## src/rtl/ddco_pkg.sv

```systemverilog
// ddco_pkg
// Shared definitions for the lab-circuit sweep blocks: sequencer state
// encoding, number of test vectors, vector width and mismatch counter width.
package ddco_pkg;

    typedef enum logic [1:0] {
        IDLE  = 2'd0,
        APPLY = 2'd1,
        DONE  = 2'd2
    } state_t;

    localparam int NUM_VECTORS = 8;
    localparam int VEC_W       = 3;
    // Holds 0..8 (a full miss on every vector), so it can never overflow.
    localparam int MISM_W      = 4;

    localparam logic [VEC_W-1:0] LAST_IDX = VEC_W'(NUM_VECTORS - 1);

endpackage

```

## src/rtl/truth_table_sequencer_if.sv

```systemverilog
// truth_table_sequencer_if
// Bundles the control, test-vector and result signals of the truth-table
// sequencer.
//   slave  : the sequencer itself (takes start/abort/Z, drives vector+results)
//   master : the controller / circuit-under-test side
// Signals:
//   start, abort           control requests
//   Z                      output of the combinational circuit under test
//   A2, B2, C2             current test vector (A2 = MSB)
//   busy, done, pass       sweep status
//   table_out              captured truth table, bit i = Z at vector i
//   mismatches             number of bits differing from the golden table
interface truth_table_sequencer_if;
    import ddco_pkg::*;

    logic                   start;
    logic                   abort;
    logic                   Z;
    logic                   A2;
    logic                   B2;
    logic                   C2;
    logic                   busy;
    logic                   done;
    logic                   pass;
    logic [NUM_VECTORS-1:0] table_out;
    logic [MISM_W-1:0]      mismatches;

    modport slave (
        input  start, abort, Z,
        output A2, B2, C2, busy, done, pass, table_out, mismatches
    );

    modport master (
        output start, abort, Z,
        input  A2, B2, C2, busy, done, pass, table_out, mismatches
    );

endinterface

```

## src/rtl/truth_table_sequencer_hold_timer.sv

```systemverilog
// hold_timer
// Down-counter that measures a fixed number of cycles. It reloads to
// LOAD_VALUE-1 on load, or automatically when it expires while enabled, so
// with en held high expire pulses once every LOAD_VALUE cycles.
// Ports:
//   clk, rst_n : clock and asynchronous active-low reset
//   load       : restart the interval (takes priority over counting)
//   en         : count down one step per cycle
//   expire     : high in the last cycle of the interval (count == 0)
module hold_timer #(
    parameter int LOAD_VALUE = 2
) (
    input  logic clk,
    input  logic rst_n,
    input  logic load,
    input  logic en,
    output logic expire
);

    localparam int            W      = $clog2(LOAD_VALUE + 1);
    localparam logic [W-1:0]  RELOAD = W'(LOAD_VALUE - 1);

    logic [W-1:0] cnt_q;
    logic [W-1:0] cnt_d;

    assign expire = (cnt_q == '0);

    always_comb begin
        cnt_d = cnt_q;
        if (load || (en && expire)) begin
            cnt_d = RELOAD;
        end else if (en) begin
            cnt_d = cnt_q - 1'b1;
        end
    end

    always_ff @(posedge clk or negedge rst_n) begin
        if (!rst_n) begin
            cnt_q <= RELOAD;
        end else begin
            cnt_q <= cnt_d;
        end
    end

endmodule

```

## src/rtl/truth_table_sequencer.sv

```systemverilog
// truth_table_sequencer
// Drives a 3-input combinational circuit through all 8 input combinations in
// binary order, holds each for HOLD_CYCLES cycles, samples Z at the end of
// each hold, and reports the captured table, the mismatch count against
// EXPECTED and a pass flag.
// Parameters:
//   HOLD_CYCLES : cycles each vector is held (1..255)
//   EXPECTED    : golden table, bit i = expected Z for {A2,B2,C2} = i
// Ports:
//   clk, rst_n  : clock and asynchronous active-low reset
//   bus         : slave side of truth_table_sequencer_if
module truth_table_sequencer
    import ddco_pkg::*;
#(
    parameter int                     HOLD_CYCLES = 2,
    parameter logic [NUM_VECTORS-1:0] EXPECTED    = 8'hE8
) (
    input  logic                    clk,
    input  logic                    rst_n,
    truth_table_sequencer_if.slave  bus
);

    state_t                 state_q,  state_d;
    logic [VEC_W-1:0]       idx_q,    idx_d;
    logic [NUM_VECTORS-1:0] cap_q,    cap_d;
    logic [MISM_W-1:0]      mism_q,   mism_d;
    logic [NUM_VECTORS-1:0] table_q,  table_d;
    logic                   pass_q,   pass_d;

    logic hold_expire;
    logic in_apply;

    assign in_apply = (state_q == APPLY);

    // The timer is held at its reload value throughout IDLE so the first
    // vector of a sweep gets a full HOLD_CYCLES interval; while sweeping it
    // reloads itself on every capture.
    hold_timer #(
        .LOAD_VALUE (HOLD_CYCLES)
    ) u_hold_timer (
        .clk    (clk),
        .rst_n  (rst_n),
        .load   (state_q == IDLE),
        .en     (in_apply),
        .expire (hold_expire)
    );

    always_comb begin
        state_d = state_q;
        idx_d   = idx_q;
        cap_d   = cap_q;
        mism_d  = mism_q;
        table_d = table_q;
        pass_d  = pass_q;

        case (state_q)
            IDLE: begin
                // abort wins over a simultaneous start
                if (bus.start && !bus.abort) begin
                    state_d = APPLY;
                    idx_d   = '0;
                    cap_d   = '0;
                    mism_d  = '0;
                end
            end

            APPLY: begin
                // abort beats a capture on the same edge, and leaves the
                // published table_out/pass untouched
                if (bus.abort) begin
                    state_d = IDLE;
                end else if (hold_expire) begin
                    cap_d[idx_q] = bus.Z;
                    if (bus.Z != EXPECTED[idx_q]) begin
                        mism_d = mism_q + 1'b1;
                    end
                    if (idx_q == LAST_IDX) begin
                        // idx is left at 7 so the vector never wraps to 000
                        // while still in APPLY; results publish with DONE
                        state_d = DONE;
                        table_d = cap_d;
                        pass_d  = (cap_d == EXPECTED);
                    end else begin
                        idx_d = idx_q + 1'b1;
                    end
                end
            end

            DONE: begin
                state_d = IDLE;
            end

            default: begin
                state_d = IDLE;
            end
        endcase
    end

    always_ff @(posedge clk or negedge rst_n) begin
        if (!rst_n) begin
            state_q <= IDLE;
            idx_q   <= '0;
            cap_q   <= '0;
            mism_q  <= '0;
            table_q <= '0;
            pass_q  <= 1'b0;
        end else begin
            state_q <= state_d;
            idx_q   <= idx_d;
            cap_q   <= cap_d;
            mism_q  <= mism_d;
            table_q <= table_d;
            pass_q  <= pass_d;
        end
    end

    // Outputs come straight from flops (vector gated by the APPLY state), so
    // an asserted rst_n clears all of them without waiting for a clock edge.
    assign bus.busy       = in_apply;
    assign bus.done       = (state_q == DONE);
    assign bus.A2         = in_apply & idx_q[2];
    assign bus.B2         = in_apply & idx_q[1];
    assign bus.C2         = in_apply & idx_q[0];
    assign bus.pass       = pass_q;
    assign bus.table_out  = table_q;
    assign bus.mismatches = mism_q;

endmodule

```

## src/flat_wrapper.sv

```systemverilog
// flat-port wrapper written by rule: the top's interface ports become plain ports
module truth_table_sequencer_flat import ddco_pkg::*;
#(
    parameter int                     HOLD_CYCLES = 2,
    parameter logic [NUM_VECTORS-1:0] EXPECTED    = 8'hE8
)
  (clk, rst_n, bus_start, bus_abort, bus_Z, bus_A2, bus_B2, bus_C2, bus_busy, bus_done, bus_pass, bus_table_out, bus_mismatches);
  truth_table_sequencer_if bus_i ();
  input  logic clk;
  input  logic rst_n;
  input wire logic [$bits(bus_i.start)-1:0] bus_start;
  input wire logic [$bits(bus_i.abort)-1:0] bus_abort;
  input wire logic [$bits(bus_i.Z)-1:0] bus_Z;
  output wire logic [$bits(bus_i.A2)-1:0] bus_A2;
  output wire logic [$bits(bus_i.B2)-1:0] bus_B2;
  output wire logic [$bits(bus_i.C2)-1:0] bus_C2;
  output wire logic [$bits(bus_i.busy)-1:0] bus_busy;
  output wire logic [$bits(bus_i.done)-1:0] bus_done;
  output wire logic [$bits(bus_i.pass)-1:0] bus_pass;
  output wire logic [$bits(bus_i.table_out)-1:0] bus_table_out;
  output wire logic [$bits(bus_i.mismatches)-1:0] bus_mismatches;
  assign bus_i.start = bus_start;
  assign bus_i.abort = bus_abort;
  assign bus_i.Z = bus_Z;
  assign bus_A2 = bus_i.A2;
  assign bus_B2 = bus_i.B2;
  assign bus_C2 = bus_i.C2;
  assign bus_busy = bus_i.busy;
  assign bus_done = bus_i.done;
  assign bus_pass = bus_i.pass;
  assign bus_table_out = bus_i.table_out;
  assign bus_mismatches = bus_i.mismatches;
  truth_table_sequencer #(.HOLD_CYCLES(HOLD_CYCLES), .EXPECTED(EXPECTED)) u_core (.clk(clk), .rst_n(rst_n), .bus(bus_i));
endmodule
```

## config.mk

```make
export PLATFORM = sky130hd
export DESIGN_NAME = truth_table_sequencer_flat
export DESIGN_NICKNAME = d
export VERILOG_FILES = /design/src/rtl/ddco_pkg.sv /design/src/rtl/truth_table_sequencer_if.sv /design/src/rtl/truth_table_sequencer_hold_timer.sv /design/src/rtl/truth_table_sequencer.sv /design/src/flat_wrapper.sv
export SDC_FILE = /design/constraint.sdc
export NUM_CORES = 1
export LEC_CHECK = 0
export BUFFER_PORTS_ARGS = -buffer_cell sky130_fd_sc_hd__buf_4
export CAP_MARGIN = 20
export CORE_MARGIN = 4
export CORE_UTILIZATION = 30
export DETAILED_ROUTE_END_ITERATION = 10
export PLACE_DENSITY_LB_ADDON = 0.05
export SKIP_CTS_REPAIR_TIMING = 1
export SYNTH_ARGS = -nofsm -noshare
export SYNTH_HDL_FRONTEND = slang
export SYNTH_HIERARCHICAL = 1
export SYNTH_SLANG_ARGS = --single-unit
```

## constraint.sdc

```tcl
create_clock -name clk -period 1.7 [get_ports clk]
set_input_delay 0.34 -clock clk [delete_from_list [all_inputs] [get_ports clk]]
set_output_delay 0.34 -clock clk [all_outputs]
set_load 0.01 [all_outputs]
```

; ---- Word level (Yosys, flattened, before mapping)
; Memory sizes are Yosys's and may differ from the RTL's.
; Index checks and enable logic that the tools add are counted.
[word_totals]
rom_bits = 8
wordCells = 68
n_memories = 1
ff_bits = 28
[classes]
muxes = 25
eq_ne = 12
n_addsub = 3
reduce_logical = 14
order_cmp = 2
bitwise_logic = 4
[mem_list]
columns = memory, depth, word_bits, read_ports, rd_ports_with_merged_regs, wr, line_no
row1 = (no name shown), 8, 1, 1, 0, 0, truth_table_sequencer.sv:74  ; if (bus.Z != EXPECTED[idx_q]) begin
[ops]
columns = op, count
row1 = $mux 8, 3
row2 = $mux 4, 4
row3 = $pmux 8 s2, 1
row4 = $mux 2, 6
row5 = $mux 3, 4
row6 = $reduce_and 5->1, 2
row7 = $bwmux 8, 1
row8 = $eq 8x8->1 const B, 1
row9 = $ne 2x2->1 const B, 4
row10 = $pmux 4 s2, 1
row11 = $reduce_and 4->1, 2
row12 = $ne 3x3->1 const B, 2
row13 = $pmux 3 s2, 1
row14 = $add 4x1->4 const B, 1
row15 = $logic_not 2->1, 2
row16 = $lt 3x4->1 const B, 1
row17 = $pmux 2 s2, 1
row18 = $reduce_bool 2->1, 2
row19 = $add 3x1->3 const B, 1
row20 = $and 1x1->1, 3
row21 = $demux 1 s3, 1
row22 = $eq 3x3->1 const B, 1
row23 = $ge 3x1->1 const B, 1
row24 = $logic_and 1x1->1, 3
row25 = other kinds (10), 11

; ---- Longest topological paths before layout
[logic_depth]
word_depth = 8
ltp_mapped = 8

; ---- Cells and area by module
; The synthesis kept the hierarchy.
[by_module_without_submodules]
columns = module, cells_each, seq_area_each_um2, instances, area_per_inst_um2
row1 = truth_table_sequencer, 169, 650.6, 1, 1512.7
row2 = hold_timer, 10, 51.3, 1, 110.1

; ---- Least setup slack after synthesis
; No wires, ideal clock.
[synth_timing]
kind = flip-flop to flip-flop
startpoint = register u_core.idx_q[0]
endpoint = register u_core.mism_q[1], in the netlist u_core/bus.mismatches[1]
n_path_buf = 1
path_slack_ps = -154
period_less_slack_ps = 1854
setup_time_ps = 122
t_arrival_ps = 1732
path_stages_with_launch = 8
cell_sequence = dfrtp_1 -> buf_2 -> inv_1 -> ha_1 -> and2_1 -> o21a_1 -> or2_2 -> a32o_1
[synth_between]
elab_chain_cells = 5
[synth_rtl]
columns = item, line_no
row1 = start: declaration, truth_table_sequencer.sv:24  ; logic [VEC_W-1:0] idx_q, idx_d;
row2 = start signal: assignment, truth_table_sequencer.sv:109  ; idx_q <= idx_d;
row3 = $mem_v2 8x1, --
row4 = $mux 1 (not written as such), truth_table_sequencer.sv:74
row5 = $ne 1x1->1, truth_table_sequencer.sv:74
row6 = $ne 2x2->1 (no line), --
row7 = $reduce_and 5->1 (no line), --
row8 = end signal: assignment, truth_table_sequencer.sv:111  ; mism_q <= mism_d;
row9 = end: declaration, truth_table_sequencer.sv:26  ; logic [MISM_W-1:0] mism_q, mism_d;
; Every way passes these cells. The select of a mux whose other input is x is not followed.
; A chain may end at the register's enable or synchronous reset.

; ---- Worst setup path in the final report
; Ends and elaborated chain as after synthesis.

==> impl_metrics.yaml <==
timing:
  final_max_slew_viol_count: 0
  min_period_over_period_pct: 97.4
  timing.slew.headroom_pct: 75.4
  min_period_ns: 1.66
  max_slew.worst_pin.slew_ns: 0.369
  layout_setup_ws_ns: 0.0447
  finClkSkew_ns: 0.00870
  timing.fmax_mhz: 604
  setup_viol: 0
  unrepaired_setup_endpoints_after_global_routing: "true"
  finalHoldViolCount: 0
synth:
  syn-mean-instance-area_sq_um: 9.07
  synthArstFlopShare_pct: 100
  seq_area_frac_synth_pct: 43.3
  synthAdderAreaFrac_pct: 3.86
  synth_nets: 189
  dominant_combinational_cell_family_by_area_after_synthesis: "compound AO/OA/AOI/OAI gates"
  yosys.area.top_type: "dfrtp_1"
  postSynthRegisterBits: 28
  netlist_instances: 179
  yosys_warnings: 6
  post_synth_most_frequent_cells: "27 x dfrtp_1, 25 x o21ai_0, 23 x nand2_1"
  synth_compound_gate_area_share_pct: 22.0
  synth.lib_cells_used.distinct: 47
  synthXorXnorAreaFrac_pct: 0
  yosys-mux-area-fraction_pct: 5.01
  synthesis.area_sq_um: 1620
  synth_ff_type: "dfrtp_1"
  synth-simple-area-share_pct: 21.7
  synth-edff-count: 0
  post-synth-top-area-fraction_pct: 41.6
  synth.most_common_cell: "dfrtp_1"
  netlist_top_cells_area: "dfrtp_1 42%, o21ai_0 7.7%, nand2_1 5.3%"
critical_path:
  slowest_delay_ns: 0.43
  cp.arrival_ns: 1.83
  worst-endpoint-required_ns: 1.88
  critical_path.endpoint_type: "flip-flop"
  worstSetupStartpointType: "flip-flop"
  critical_path.slowest_cell: "dfrtp_1"
  setup.worst_path.class: "flip-flop to flip-flop"
  crit_path_cell_trace: "inv_2 -> ha_1 -> and2_4 -> o21a_1 -> or2_4 -> a32o_1"
  critical_path_peak_fanout: 4
power_and_ir_drop:
  power.clock.fraction_pct: 28.3
  net-switching-power_mw: 0.423
  seqPwrFrac_pct: 48.4
  pwr-share-comb_pct: 23.3
  switching_share_pct: 28.5
  vdd_ir_drop_max_mv: 0.458
  power_report.internal_total_mw: 1.06
  power-per-cell-area_nw_per_um2: 681
  power_leakage_nw: 0.987
placement:
  detailed_place_hpwl_mm: 3.04
  port_buffer_cells: 22
  place_congestion: 0.782
  place_worst_setup_slack_ns: -0.00313
  dp.cells: 282
clock_network:
  cts_buffers: 3
  ctsLongestPathBuffers: 2
  tritoncts: "done"
  clockRootBuffer: "clkbuf_8"
  clock_latency_ns: 0.28
  numClockSinks: 28
  clk_transition_reported_paths_ns: 0.10
  cts_max_level: 1
final_layout:
  antennaDiodeCount: 0
  fin_cells: 296
  layout-drive-gt1-share_pct: 38.1
  nets: 237
  area_growth_syn_to_layout_pct: 34.4
routing:
  first_pass_iters: 8
  remaining_drc_errors: 0
  drtIter0Drc: 121
  vias_per_cell: 5.01
  total_number_of_vias: 1483
  detail-route-antenna-nets: 0
  drt_wl_total_mm: 4.23
  drt-wirelength-per-cell_microns: 14.3
floorplanning:
  core_area_sq_um: 5170
  dieArea_sq_um: 6650
  die_y_microns: 81.6
  die_w_microns: 81.6
  io_pins: 23
  effective_utilization_at_floorplan_pct: 31.4
  floorplan.rows: 26
worst_hold_path:
  type_of_the_worst_min_delay_path: "input pin to flip-flop"
grt:
  grt_start_max_net_pins: 29
  grt_pass1_wl_mm: 6.91
  number_of_global_route_vias_before_repair: 1425
  groute.usage.overall_pct: 13.3
  grt_overflow: 0
  antenna_found_initial: 0
run:
  number_of_max_capacitance_violations_reported: 0
run_status:
  status: "completed"
-- critical path: cells and delay by family, from the launching register on --
| kind | cells | cell delay [ns] |
|---|---|---|
| and+or+nand+nor | 2 | 0.41 |
| DFF | 1 | 0.43 |
| AOI/OAI and AO/OA | 2 | 0.44 |
| adders and majority gates | 1 | 0.21 |
| buffers and inverters | 1 | 0.05 |
-- through the flow --
step / total power [mW] / area (sq um) / TNS, ns / hold WS [ns] / util [%]
after global placement: 1.04 / 1990 / 0 / 0.282 / 38.5
after detailed placement: 1.05 / 1990 / -0.00577 / 0.289 / 38.5
after global routing: 1.58 / 2180 / -0.411 / 0.249 / 42.2
after CTS: 1.48 / 2050 / -0.368 / -0.0257 / 39.6
after floorplan: 0.906 / 1640 / -0.0473 / 0.0444 / -
final: 1.48 / 2180 / 0 / 0.251 / 42.2
-- flip-flops by register name, summed over array words and instances (netlist names) --
| register | flops |
|---|---|
| u_core/bus.mismatches | 4 |
| u_core/bus.pass | 1 |
| u_core/bus.table_out | 8 |
| u_core/cap_q | 8 |
| u_core/idx_q | 3 |
| u_core/state_q | 2 |
| u_core/u_hold_timer/cnt_q | 2 |
-- power groups by stage --
stage               clock, mW  combinational (mW)  sequential (mW)
floorplan                   0               0.175            0.730
global placement            0               0.308            0.728
detailed placement          0               0.316            0.730
CTS                     0.442               0.318            0.717
global route            0.464               0.389            0.722
finish                  0.420               0.347            0.718
-- cells by family after synthesis --
| family | count (synthesis) |
|---|---|
| DFF | 28 |
| muxes | 8 |
| AOI/OAI and AO/OA | 56 |
| buffers and inverters | 16 |
| adders and majority gates | 5 |
| and+or+nand+nor | 66 |
-- per-layer routing --
metal | track usage (%) | part of all wire (%) | vias up
li1 | - | - | 735
met1 | 18.7 | 49 | 712
met2 | 21.4 | 47 | 34
met3 | 2.30 | 2.9 | 2
met4 | 2.53 | 0.47 | 0
met5 | 0 | 0 | -
-- worst paths after layout --
check,depth (start not counted),to,from,slack [ns]
max,6,u_core/bus.mismatches[1]$_DFFE_PN0P_,u_core/idx_q[0]$_DFFE_PN0P_,0.04
min,2,u_core/state_q[0]$_DFFE_PN0P_,bus_abort,0.25
max reg2reg,6,u_core/bus.mismatches[1]$_DFFE_PN0P_,u_core/idx_q[0]$_DFFE_PN0P_,0.04
min reg2reg,2,u_core/bus.table_out[4]$_DFFE_PN0P_,u_core/bus.table_out[4]$_DFFE_PN0P_,0.49
max in group asynchronous,2,u_core/u_hold_timer/cnt_q[0]$_DFFE_PN1P_,rst_n,0.88
min in group asynchronous,2,u_core/state_q[0]$_DFFE_PN0P_,rst_n,0.52
-- layout by cell type (no fill, tap or decap), drive strengths merged, types with 3 or more instances in the layout --
cell / count
a21oi: 8
o21ai: 27
ha: 5
and2: 3
a22o: 6
clkbuf: 4
nand2: 23
buf: 51
inv: 6
nand3: 6
nor2: 14
nor3: 3
dfrtp: 27
mux2i: 7
-- layout make-up --
| type | instances | area (sq um) |
|---|---|---|
| Inverter | 7 | 30.0 |
| Timing Repair Buffer | 52 | 397 |
| Sequential cell | 28 | 704 |
| Fill cell | 531 | 2990 |
| Tap cell | 70 | 87.6 |
| Clock buffer | 4 | 55.1 |
| Multi-Input combinational cell | 135 | 907 |
Note: power is estimated with default switching activity, not from simulation.
